===== src/rtl/mem_dma_initiator_pkg.sv =====
// rtl/mem_dma_initiator_pkg.sv - mode codes, FSM states and word size for the memory DMA initiator
package mem_dma_initiator_pkg;

   localparam int WORD_BYTES = 4;

   typedef enum logic [1:0] {
      DMA_COPY   = 2'b00,
      DMA_FILL   = 2'b01,
      DMA_VERIFY = 2'b10,
      DMA_RSVD   = 2'b11
   } dma_mode_e;

   typedef enum logic [2:0] {
      S_IDLE,
      S_C_RD,
      S_C_WR,
      S_F_WR,
      S_V_RS,
      S_V_RD,
      S_V_CMP,
      S_DONE
   } dma_state_e;

   function automatic dma_state_e first_op_state(input dma_mode_e m);
      case (m)
         DMA_COPY:   return S_C_RD;
         DMA_FILL:   return S_F_WR;
         DMA_VERIFY: return S_V_RS;
         default:    return S_DONE;
      endcase
   endfunction

endpackage


===== src/rtl/mem_dma_initiator_if.sv =====
// rtl/mem_dma_initiator_if.sv - single-port memory bus (registered rdata, one-cycle latency)
interface mem_dma_initiator_if #(
   parameter int ADDR_W = 32
);
   logic              mem_wren;
   logic [3:0]        mem_wmask;
   logic [31:0]       mem_wdata;
   logic [ADDR_W-1:0] mem_addr;
   logic [31:0]       mem_rdata;

   modport master (
      output mem_wren, mem_wmask, mem_wdata, mem_addr,
      input  mem_rdata
   );

   modport slave (
      input  mem_wren, mem_wmask, mem_wdata, mem_addr,
      output mem_rdata
   );
endinterface


===== src/rtl/dma_word_counter.sv =====
// rtl/dma_word_counter.sv - loadable down-counter with zero flag for DMA word counts
module dma_word_counter #(
   parameter int W = 16
) (
   input  logic         clk,
   input  logic         rst,
   input  logic         load,
   input  logic [W-1:0] load_val,
   input  logic         dec,
   output logic         zero
);
   logic [W-1:0] count;

   always_ff @(posedge clk) begin
      if (rst)
         count <= '0;
      else if (load)
         count <= load_val;
      else if (dec)
         count <= count - W'(1);
   end

   assign zero = (count == '0);
endmodule


===== src/rtl/mem_dma_initiator.sv =====
// rtl/mem_dma_initiator.sv - block copy / fill / verify master on the core memory bus
module mem_dma_initiator
   import mem_dma_initiator_pkg::*;
#(
   parameter int LEN_W  = 16,
   parameter int ADDR_W = 32
) (
   input  logic                clk,
   input  logic                rst,
   input  logic                start,
   input  logic [1:0]          mode,
   input  logic [ADDR_W-1:0]   src_addr,
   input  logic [ADDR_W-1:0]   dst_addr,
   input  logic [LEN_W-1:0]    len,
   input  logic [31:0]         pattern,
   input  logic                abort,
   output logic                busy,
   output logic                done,
   output logic [LEN_W-1:0]    err_count,
   output logic [ADDR_W-1:0]   first_err_addr,
   mem_dma_initiator_if.master bus
);
   localparam logic [ADDR_W-1:0] ALIGN_MASK = ~ADDR_W'(WORD_BYTES - 1);
   localparam logic [ADDR_W-1:0] STEP       = ADDR_W'(WORD_BYTES);

   dma_state_e        state;
   dma_state_e        loop_state;
   logic [ADDR_W-1:0] src_ptr;
   logic [ADDR_W-1:0] dst_ptr;
   logic [31:0]       pattern_q;
   logic [31:0]       sbuf;
   logic              load;
   logic              word_end;
   logic              last_word;

   assign load     = (state == S_IDLE) && start;
   assign word_end = state inside {S_C_WR, S_F_WR, S_V_CMP};

   // Loaded with len-1 so the zero flag marks the word currently in flight as the last one.
   dma_word_counter #(.W(LEN_W)) u_word_counter (
      .clk      (clk),
      .rst      (rst),
      .load     (load),
      .load_val (len - LEN_W'(1)),
      .dec      (word_end),
      .zero     (last_word)
   );

   always_comb begin
      loop_state = S_V_RS;
      case (state)
         S_C_WR:  loop_state = S_C_RD;
         S_F_WR:  loop_state = S_F_WR;
         default: loop_state = S_V_RS;
      endcase
   end

   always_ff @(posedge clk) begin
      if (rst) begin
         state          <= S_IDLE;
         src_ptr        <= '0;
         dst_ptr        <= '0;
         pattern_q      <= '0;
         sbuf           <= '0;
         err_count      <= '0;
         first_err_addr <= '0;
      end else begin
         if (word_end) begin
            src_ptr <= src_ptr + STEP;
            dst_ptr <= dst_ptr + STEP;
            state   <= (last_word || abort) ? S_DONE : loop_state;
         end
         case (state)
            S_IDLE: if (start) begin
               src_ptr        <= src_addr & ALIGN_MASK;
               dst_ptr        <= dst_addr & ALIGN_MASK;
               pattern_q      <= pattern;
               err_count      <= '0;
               first_err_addr <= '0;
               state <= (len == '0) ? S_DONE : first_op_state(dma_mode_e'(mode));
            end
            S_C_RD: state <= abort ? S_DONE : S_C_WR;
            S_V_RS: state <= abort ? S_DONE : S_V_RD;
            S_V_RD: begin
               sbuf  <= bus.mem_rdata;
               state <= abort ? S_DONE : S_V_CMP;
            end
            S_V_CMP: if (bus.mem_rdata != sbuf) begin
               if (err_count != '1)
                  err_count <= err_count + LEN_W'(1);
               if (err_count == '0)
                  first_err_addr <= dst_ptr;
            end
            S_DONE: state <= S_IDLE;
            default: ;
         endcase
      end
   end

   assign busy = !(state inside {S_IDLE, S_DONE});
   assign done = (state == S_DONE);

   // Bus is idle (all zero) outside op states so an external arbiter can OR masters together.
   always_comb begin
      bus.mem_wren  = 1'b0;
      bus.mem_wmask = 4'h0;
      bus.mem_wdata = 32'h0;
      bus.mem_addr  = '0;
      case (state)
         S_C_RD: bus.mem_addr = src_ptr;
         S_C_WR: begin
            bus.mem_addr  = dst_ptr;
            bus.mem_wren  = 1'b1;
            bus.mem_wmask = 4'hF;
            bus.mem_wdata = bus.mem_rdata;
         end
         S_F_WR: begin
            bus.mem_addr  = dst_ptr;
            bus.mem_wren  = 1'b1;
            bus.mem_wmask = 4'hF;
            bus.mem_wdata = pattern_q;
         end
         S_V_RS: bus.mem_addr = src_ptr;
         S_V_RD: bus.mem_addr = dst_ptr;
         default: ;
      endcase
   end
endmodule


===== src/flat_wrapper.sv =====
// flat-port wrapper written by rule: the top's interface ports become plain ports
module mem_dma_initiator_flat import mem_dma_initiator_pkg::*;
#(
   parameter int LEN_W  = 16,
   parameter int ADDR_W = 32
)
  (clk, rst, start, mode, src_addr, dst_addr, len, pattern, abort, busy, done, err_count, first_err_addr, bus_mem_wren, bus_mem_wmask, bus_mem_wdata, bus_mem_addr, bus_mem_rdata);
  mem_dma_initiator_if #(.ADDR_W(ADDR_W)) bus_i ();
  input  logic clk;
  input  logic rst;
  input  logic start;
  input  logic [1:0] mode;
  input  logic [ADDR_W-1:0] src_addr;
  input  logic [ADDR_W-1:0] dst_addr;
  input  logic [LEN_W-1:0] len;
  input  logic [31:0] pattern;
  input  logic abort;
  output logic busy;
  output logic done;
  output logic [LEN_W-1:0] err_count;
  output logic [ADDR_W-1:0] first_err_addr;
  output wire logic [$bits(bus_i.mem_wren)-1:0] bus_mem_wren;
  output wire logic [$bits(bus_i.mem_wmask)-1:0] bus_mem_wmask;
  output wire logic [$bits(bus_i.mem_wdata)-1:0] bus_mem_wdata;
  output wire logic [$bits(bus_i.mem_addr)-1:0] bus_mem_addr;
  input wire logic [$bits(bus_i.mem_rdata)-1:0] bus_mem_rdata;
  assign bus_mem_wren = bus_i.mem_wren;
  assign bus_mem_wmask = bus_i.mem_wmask;
  assign bus_mem_wdata = bus_i.mem_wdata;
  assign bus_mem_addr = bus_i.mem_addr;
  assign bus_i.mem_rdata = bus_mem_rdata;
  mem_dma_initiator #(.LEN_W(LEN_W), .ADDR_W(ADDR_W)) u_core (.clk(clk), .rst(rst), .start(start), .mode(mode), .src_addr(src_addr), .dst_addr(dst_addr), .len(len), .pattern(pattern), .abort(abort), .busy(busy), .done(done), .err_count(err_count), .first_err_addr(first_err_addr), .bus(bus_i));
endmodule

===== config.mk =====
export PLATFORM = sky130hd
export DESIGN_NAME = mem_dma_initiator_flat
export DESIGN_NICKNAME = d
export VERILOG_FILES = /design/src/rtl/mem_dma_initiator_pkg.sv /design/src/rtl/mem_dma_initiator_if.sv /design/src/rtl/dma_word_counter.sv /design/src/rtl/mem_dma_initiator.sv /design/src/flat_wrapper.sv
export SDC_FILE = /design/constraint.sdc
export NUM_CORES = 1
export LEC_CHECK = 0
export BUFFER_PORTS_ARGS = -buffer_cell sky130_fd_sc_hd__buf_2
export CORE_MARGIN = 10
export CORE_UTILIZATION = 40
export DETAILED_ROUTE_END_ITERATION = 6
export PLACE_DENSITY = 0.63
export SYNTH_ARGS = -nofsm -noshare
export SYNTH_HDL_FRONTEND = slang
export SYNTH_SLANG_ARGS = --single-unit

===== constraint.sdc =====
create_clock -name clk -period 3.8 [get_ports clk]
set_input_delay 0.76 -clock clk [delete_from_list [all_inputs] [get_ports clk]]
set_output_delay 0.76 -clock clk [all_outputs]
set_load 0.05 [all_outputs]

==> results.txt, run 1 <==
Outcome: completed
Number of global-route vias before repair: 9094
Starting density of the core: 41.0%
Top-Level Pins: 269
H-Tree Depth: 4
Sequential fraction of the synthesis area: 37.6%
Clock Tree Buf Depth: 2
Max Freq: 0.295 GHz
Crit-path most repeated cell: nand2_1
Final hold violations: 0
Critical path, cell by cell: nand2_1, or2_2, nand2_1, buf_4, a22o_1, buf_2
Slowest-stage cell, CP: or2_2
Most used DFF post-synth: dfxtp_1
Final Critical Period: 3390 ps
Num Clock Sinks: 189
Initial drt markers: 828
Die area: 31900 um2
Num CTS Buffers: 17
Ys Warns: 0
Final Power: 6.88 mW
Final HPWL DP: 23.6 mm
R2R setup slack: 1080 ps
Post-Synth Adder-Cell Area: 0.623%
Vias per inst: 5.44
Compound-Gate Fraction of Synth Area: 19.5%
Maximum vdd drop: 0.261 mV
Post-Syn Instances: 1264
XOR/XNOR Fraction of Synth Area: 9.76%
Sum Neg Setup Slack: 0 ps
# setup viols final: 0
Max Cap Viol: 0
IO Port Bufs: 260
Sequential Power Share: 37.1%
Root Buffer: clkbuf_16
Antenna violations before repair: 1
Simple-gate portion of the synthesized area: 24.2%
Max_slew headroom: 45.1%
Drc violations: 0
Post CTS Setup Buffer Count: 0
Drt pass-1 iters: 7
Synth area leaders: dfxtp_1, xor2_1, nand2_1
Final wirelength: 32.1 mm
Die H: 179 um
Site Rows: 57
Max incr delay on CP: 550 ps
Largest family of logic cells by synthesized area: simple AND/OR/NAND/NOR gates
Worst r2r path cells: 6
Crit Path Class: flop to primary output
Mux share of post-synthesis cell area: 3.39%
Yosys reg bits: 189
Clock skew: 23.7 ps
CTS tree: yes
Worst-path maximum fanout: 33
Critical Path Sink: bus_mem_addr[27]
Hold crit path type: flop to flop
Worst skew pair latency: 440 ps
Internal cell power: 4.20 mW
RSZ-0062 raised after global routing: false
WP data required: 3040 ps
Chip width: 179 um
Routed Antenna Nets: 0
Hold-fix buffers at CTS: 0
Largest net degree at the start of global routing: 69
Clock Pin Slew Worst Setup and Hold Paths: 70 ps
Grt ovf: 0
Most common cell after layout, fill and taps aside: buf_2
Tightest Pin Transition: 818 ps
Largest area contributor in the netlist: dfxtp_1
Wire per inst: 17.9 um
FF-to-FF End: u_core.err_count[9]
Syn Area/Cell: 7.95 um2
Core ar.: 24500 um2
CP Launch Point: u_core.state[0]
Max Slew Vio Count: 0
Clock network power share: 29.3%
Layout cell share with drive strength beyond 1: 22.6%
EDFF count, synth: 0
P_sw: 2.68 mW
GP Congestion: 0.863
Async S/R FF share, synth: 0%
Nets: 1614
First-pass GRT wire length: 50.0 mm
Synth-to-layout area growth: 20.9%
Crit end category: primary output
Cell Pwr Density: 566 nW/um2
Arrival @ worst endpoint: 2630 ps
Synth top area share: 37.6%
Synth cell types: 60
P_leak: 4.83 nW
Total track usage: 19.4%
Final cycle utilization of the critical path: 89.1%
Sw Share: 38.9%
Mapped cell area: 10000 um2
# resized after CTS: 0
Most frequent cells in the layout: buf_2, dfxtp_1, nand2_1
RR Startpoint: u_core.state[1]
Via count: 9770
Crit start category: flop
HP Start: u_core.pattern_q[25]
Combinational power share: 33.6%
[worst min path at each step]
stage / slack, ps / cells past startpoint / to
global route: 470 / 2 / u_core.pattern_q[15]
global placement: 440 / 2 / u_core.pattern_q[15]
floorplan: 440 / 2 / u_core.pattern_q[0]
detailed placement: 450 / 2 / u_core.pattern_q[25]
finish: 460 / 2 / u_core.pattern_q[25]
CTS: 460 / 2 / u_core.pattern_q[25]
[flip-flops by register name, indices dropped and copies added (netlist names)]
register	flops
u_core.pattern_q	32
u_core.sbuf	32
u_core.dst_ptr	30
u_core.first_err_addr	30
u_core.src_ptr	30
u_core.err_count	16
u_core.u_word_counter.count	16
u_core.state	3
[cells by family (layout without fill, tap and decap cells)]
| logic type | count (synthesis) | count (layout) |
|---|---|---|
| fa+ha+maj | 5 | 5 |
| xor+xnor | 112 | 112 |
| other cells | 1 | 5 |
| flops | 189 | 189 |
| mux | 34 | 34 |
| buf+inv | 116 | 321 |
| simple gates | 509 | 509 |
| compound gates | 298 | 298 |
[synth_stat cells (30+ instances only)]
library cell / number
xor2_1: 79
dfxtp_1: 189
a21oi_1: 114
nand2_1: 170
nor2_1: 126
xnor2_1: 33
clkbuf_1: 83
mux2i_1: 34
nand3_1: 68
o211ai_1: 31
a211oi_1: 69
a22o_1: 30
[layer usage]
layer / vias up / wire [um] / part of all wire (%) / GRT usage (%)
li1: 4890 / - / - / -
met1: 4542 / 14800 / 46 / 26.4
met2: 314 / 14500 / 45 / 30.0
met3: 24 / 2270 / 7.1 / 4.52
met4: 0 / 516 / 1.6 / 5.61
met5: - / 0 / 0 / 0
[stage by stage]
stage	worst slack (ps)	instance area [um2]	hold slack (ps)	util [%]	instances
after global placement	812	11500	443	46.8	1764
after CTS	385	12100	456	49.5	1796
after global routing	230	12200	474	49.5	1797
after floorplan	586	10100	436	-	1267
final	413	12200	456	49.5	1797
after detailed placement	760	11500	446	46.8	1764
[layout make-up]
| cell class | count | area (um2) |
|---|---|---|
| Antenna cell | 1 | 2.50 |
| Clock buffer | 21 | 460 |
| Clock inverter | 11 | 201 |
| Fill cell | 2439 | 12400 |
| Inverter | 10 | 37.5 |
| Multi-Input combinational cell | 962 | 5810 |
| Sequential cell | 189 | 3780 |
| Tap cell | 324 | 405 |
| Timing Repair Buffer | 279 | 1450 |
[power by group through the flow]
stage / clock network [mW] / registers, mW / logic, mW
after floorplan: 0 / 2.49 / 1.79
after global placement: 0 / 2.58 / 2.29
after detailed placement: 0 / 2.59 / 2.31
after CTS: 2.06 / 2.55 / 2.32
after global routing: 2.14 / 2.60 / 2.52
final: 2.02 / 2.56 / 2.31
[worst max-delay path, delay by kind of cell (launching register included)]
kind | cells | cell delay [ps]
and+or+nand+nor | 3 | 840
buffers and inverters | 2 | 610
DFF | 1 | 490
AOI/OAI and AO/OA | 1 | 240
(Power assumes the default switching activity.)
==> inputs of run 2 (changes only) <==
- CORE_UTILIZATION: 40 -> 50
- PLACE_DENSITY: 0.63 -> 0.76
==> results.txt, run 2 (synthesized netlist as in run 1, its figures left out) <==
Top Registers: u_core.pattern_q (32), u_core.sbuf (32)
Total track usage: 22.7% (+3.2 points)
GP Congestion: 0.877 (+1.6%)
Cell Pwr Density: 563 nW/um2 (-0.62%)
RR Startpoint: u_core.state[1]
Most common cell after layout, fill and taps aside: buf_2
Crit end category: primary output
Tightest Pin Transition: 1020 ps (+202 ps)
CTS tree: yes
Register area: 3780 um2 (unchanged)
Crit start category: flop
WP depth: 6 (unchanged)
Final hold violations: 0 (unchanged)
Buffers plus inverters on the worst setup path: 2 (unchanged)
Worst-path maximum fanout: 30 (-9.1%)
Die area: 26200 um2 (-18%)
H-Tree Depth: 4 (unchanged)
Worst skew pair latency: 430 ps (about the same)
Root Buffer: clkbuf_16
Top-Level Pins: 269 (unchanged)
Grt ovf: 0 (unchanged)
Vias per inst: 5.69 (+4.6%)
Multi-input logic area: 5810 um2 (unchanged)
Via count: 9860 (+0.92%)
Chip width: 162 um (-9.4%)
# setup viols final: 0 (unchanged)
Layout cell share with drive strength beyond 1: 22.6% (about the same)
Drc violations: 0 (unchanged)
Final wirelength: 31.0 mm (-3.4%)
Hold-fix buffers at CTS: 0 (unchanged)
Starting density of the core: 51.3% (+10 points)
Drt pass-1 iters: 5 (-2)
Antenna violations before repair: 0 (-1)
Most frequent cells in the layout: buf_2, dfxtp_1, nand2_1
Initial drt markers: 866 (+4.6%)
# resized after CTS: 0 (unchanged)
Max incr delay on CP: 670 ps (+120 ps)
Core ar.: 19600 um2 (-20%)
Crit Path Class: flop to primary output
Clock Tree Buf Depth: 2 (unchanged)
Post CTS Setup Buffer Count: 0 (unchanged)
Synth-to-layout area growth: 19.8%
WP data required: 3040 ps (about the same)
Nets: 1612 (-0.12%)
Final cycle utilization of the critical path: 86.1% (-3.0 points)
P_leak: 4.81 nW (-0.29%)
Largest net degree at the start of global routing: 116 (+68%)
Outcome: completed
Site Rows: 51 (-11%)
Num Clock Sinks: 189 (unchanged)
Clock Pin Slew Worst Setup and Hold Paths: 70 ps (about the same)
Arrival @ worst endpoint: 2510 ps (-120 ps)
R2R setup slack: 980 ps (-100 ps)
Critical Path Sink: bus_mem_addr[10]
Hold crit path type: flop to flop
Clock skew: 11.5 ps (-12.1 ps)
Max Cap Viol: 0 (unchanged)
IO Port Bufs: 260 (unchanged)
Antenna Cells: 0 (-1)
Critical path, cell by cell: nand2_1, or2_2, nand2_1, buf_4, a22o_1, buf_2
Number of global-route vias before repair: 9182 (+0.97%)
CP Launch Point: u_core.state[2]
Wire per inst: 17.9 um (+0.15%)
Util after Layout: 61.5% (+12 points)
Sum Neg Setup Slack: 0 ps (unchanged)
Fillers: 1811 (-26%)
Crit-path most repeated cell: nand2_1
Max_slew headroom: 32.0% (-13 points)
Top delay family on crit path: flip-flops
Routed Antenna Nets: 0 (unchanged)
Slowest-stage cell, CP: dfxtp_1
Worst hold slack: 456 ps (-0.530 ps)
Final HPWL DP: 22.5 mm (-4.5%)
Max Freq: 0.306 GHz (+3.5%)
RSZ-0062 raised after global routing: false
FF-to-FF End: u_core.dst_ptr[31]
Maximum vdd drop: 0.321 mV (+23%)
First-pass GRT wire length: 49.3 mm (-1.4%)
Die H: 162 um (-9.4%)
Num CTS Buffers: 17 (unchanged)
Max Slew Vio Count: 0 (unchanged)
Final Critical Period: 3270 ps (-114 ps)
Worst r2r path cells: 6 (unchanged)
## run 2: per-stage QoR
stage	cells	setup WS [ps]	power (mW)	area (um2)
after CTS	1734	535	6.79	12000
final	1734	527	6.78	12000
after global routing	1734	392	7.14	12000
after detailed placement	1703	769	4.87	11400
after floorplan	1267	586	4.29	10100
after global placement	1703	819	4.83	11400
## run 2: worst min path at each step
stage	start	to	slack, ps	depth (start not counted)
final	u_core.pattern_q[25]	u_core.pattern_q[25]	460	2
after global routing	u_core.pattern_q[8]	u_core.pattern_q[8]	470	2
after detailed placement	u_core.pattern_q[2]	u_core.pattern_q[2]	450	2
after CTS	u_core.pattern_q[2]	u_core.pattern_q[2]	460	2
after global placement	u_core.pattern_q[23]	u_core.pattern_q[23]	440	2
after floorplan	u_core.pattern_q[0]	u_core.pattern_q[0]	440	2
## run 2: worst register-to-register path: stages (launching register included)
cell	delay, ps
dfxtp_1	670
a21boi_2	610
nand4_1	360
nor4_2	480
nand4_1	190
xor2_1	180
a211oi_1	250
## run 2: cell type report
class | count | share of cell area, %
clock buffers | 19 | 3.76
clock inverters | 12 | 1.51
multi-input cells | 962 | 48.3
repair buffers | 277 | 12.0
flip-flops and latches | 189 | 31.4
well taps | 265 | 2.75
inverters | 10 | 0.312
## run 2: metal layers
| layer | vias to the layer above | GRT usage [%] | share of wire (%) |
|---|---|---|---|
| met5 | - | 0 | 0 |
| met2 | 327 | 35.2 | 46 |
| met4 | 0 | 6.95 | 1.8 |
| li1 | 4874 | - | - |
| met3 | 40 | 6.70 | 7.9 |
| met1 | 4619 | 29.7 | 45 |
## run 2: power breakdown
group	total, mW	leakage, nW	switching, mW	internal, mW
Combinational	2.27	2.96	1.53	0.742
Clock	1.93	0.311	0.787	1.14
Sequential	2.58	1.54	0.340	2.24
Total	6.78	4.81	2.65	4.12
==> inputs of run 3 (changes only) <==
- CTS_BUF_LIST: default -> sky130_fd_sc_hd__clkbuf_8
==> results.txt, run 3 (synthesized netlist as in run 1, its figures left out) <==
# resized after CTS: 0 (unchanged)
Drc violations: 0 (unchanged)
Routed Antenna Nets: 0 (unchanged)
Vias per inst: 5.75 (+1.1%)
Cell Pwr Density: 535 nW/um2 (-5.0%)
Tightest Pin Transition: 1220 ps (+200 ps)
Final hold violations: 0 (unchanged)
Initial drt markers: 901 (+4.0%)
Critical path, cell by cell: nand2_1, or2_2, nand2_1, buf_4, a22o_1, buf_2
Outcome: completed
Slowest-stage cell, CP: dfxtp_1
Total track usage: 22.5% (-0.12 points)
Die area: 26200 um2 (unchanged)
Clock skew: 14.5 ps (+3.00 ps)
Crit end category: primary output
Final HPWL DP: 22.5 mm (unchanged)
FF-to-FF End: u_core.err_count[3]
Starting density of the core: 51.3% (unchanged)
Site Rows: 51 (unchanged)
Pre-CTS setup slack: 769 ps (unchanged)
Root Buffer: clkbuf_8
Hold-fix buffers at CTS: 0 (unchanged)
Grt ovf: 0 (unchanged)
Crit start category: flop
Antenna violations before repair: 1 (+1)
Crit Path Class: flop to primary output
Max Cap Viol: 0 (unchanged)
Worst r2r path cells: 5 (-1)
Post CTS Setup Buffer Count: 0 (unchanged)
Top delay family on crit path: flip-flops
Most frequent cells in the layout: buf_2, dfxtp_1, nand2_1
Worst skew pair latency: 480 ps (+50 ps)
Util after Layout: 60.5% (-0.96 points)
Buffers plus inverters on the worst setup path: 2 (unchanged)
Max incr delay on CP: 670 ps (about the same)
Die H: 162 um (unchanged)
Layout cell share with drive strength beyond 1: 22.6% (unchanged)
Sum Neg Setup Slack: 0 ps (unchanged)
Final wirelength: 31.0 mm (-0.21%)
Max_slew headroom: 17.8% (-14 points)
Hold Path Sink: u_core.pattern_q[2]
Most common cell after layout, fill and taps aside: buf_2
Nets: 1612 (unchanged)
H-Tree Depth: 4 (unchanged)
CP Launch Point: u_core.state[2]
RR Startpoint: u_core.state[1]
Num CTS Buffers: 17 (unchanged)
Chip width: 162 um (unchanged)
Max Freq: 0.303 GHz (-0.86%)
Hold path depth: 2 (unchanged)
Worst hold slack: 458 ps (+2.07 ps)
Arrival @ worst endpoint: 2540 ps (+30 ps)
Max Slew Vio Count: 0 (unchanged)
Clock Tree Buf Depth: 2 (unchanged)
IO Port Bufs: 260 (unchanged)
CTS tree: yes
Post-route insts no fill: 1735 (+0.058%)
P_leak: 4.73 nW (-1.8%)
Wire per inst: 17.9 um (-0.26%)
Dpl cells: 1703 (unchanged)
WP data required: 3040 ps (about the same)
RSZ-0062 raised after global routing: false
# setup viols final: 0 (unchanged)
GP Congestion: 0.877 (unchanged)
Num Clock Sinks: 189 (unchanged)
Top-Level Pins: 269 (unchanged)
Fillers: 1840 (+1.6%)
Number of global-route vias before repair: 9158 (-0.26%)
Largest net degree at the start of global routing: 116 (unchanged)
Clock Pin Slew Worst Setup and Hold Paths: 90 ps (+20 ps)
R2R setup slack: 980 ps (about the same)
Final cycle utilization of the critical path: 86.9% (+0.75 points)
Drt pass-1 iters: 5 (unchanged)
Crit-path most repeated cell: nand2_1
Worst-path maximum fanout: 30 (unchanged)
First-pass GRT wire length: 49.0 mm (-0.63%)
WP depth: 6 (unchanged)
HP Start: u_core.pattern_q[2]
Maximum vdd drop: 0.260 mV (-19%)
Top Registers: u_core.pattern_q (32), u_core.sbuf (32)
Final worst slack: 499 ps (-28.4 ps)
Final Critical Period: 3300 ps (+28.4 ps)
Synth-to-layout area growth: 18.0%
Core ar.: 19600 um2 (unchanged)
Via count: 9972 (+1.1%)
Hold crit path type: flop to flop
run 3: cell count changes in the layout (fill, tap and decap cells not counted):
cell	change
diode_2	+1
clkbuf_8	+17
clkbuf_16	-17
o21ai_0	+1
o21ai_1	-1
run 3: how the worst max path moves through the flow:
stage	end	slack, ps
after floorplan	u_core.u_word_counter.count[8]	590
final	bus_mem_addr[10]	500
after CTS	bus_mem_addr[10]	500
after global placement	u_core.err_count[3]	820
after detailed placement	u_core.err_count[3]	770
after global routing	bus_mem_addr[10]	340
run 3: final cells by class:
type / instances / area (um2) / share of cell area (%)
Multi-Input combinational cell: 962 / 5810 / 49.0
Sequential cell: 189 / 3780 / 31.9
Timing Repair Buffer: 277 / 1440 / 12.2
Tap cell: 265 / 332 / 2.80
Clock buffer: 19 / 262 / 2.21
Clock inverter: 12 / 181 / 1.53
Inverter: 10 / 37.5 / 0.317
Antenna cell: 1 / 2.50 / 0.0211
run 3: worst register-to-register path: stages (launching register included):
cell and delay [ps]:
dfxtp_1 690, nand3_1 320, o21ai_0 1030, nand4_1 220, or3_1 360, a21oi_1 140
run 3: layer usage:
layer | share of wire, % | wire, um | track usage [%]
met5 | 0 | 0 | 0
met3 | 8.6 | 2670 | 6.52
met4 | 1.8 | 569 | 6.95
met2 | 46 | 14200 | 34.9
met1 | 44 | 13600 | 29.6
run 3: metrics by stage:
stage                     instance area, um2  total power, mW
after global placement                 11400             4.83
after global routing                   11900             6.69
final                                  11900             6.34
after floorplan                        10100             4.29
after detailed placement               11400             4.87
after CTS                              11900             6.35
run 3: report_power, final:
| part | switching, mW | total, mW | internal [mW] |
|---|---|---|---|
| combinational | 1.53 | 2.27 | 0.742 |
| sequential | 0.341 | 2.58 | 2.24 |
| clock | 0.734 | 1.49 | 0.756 |
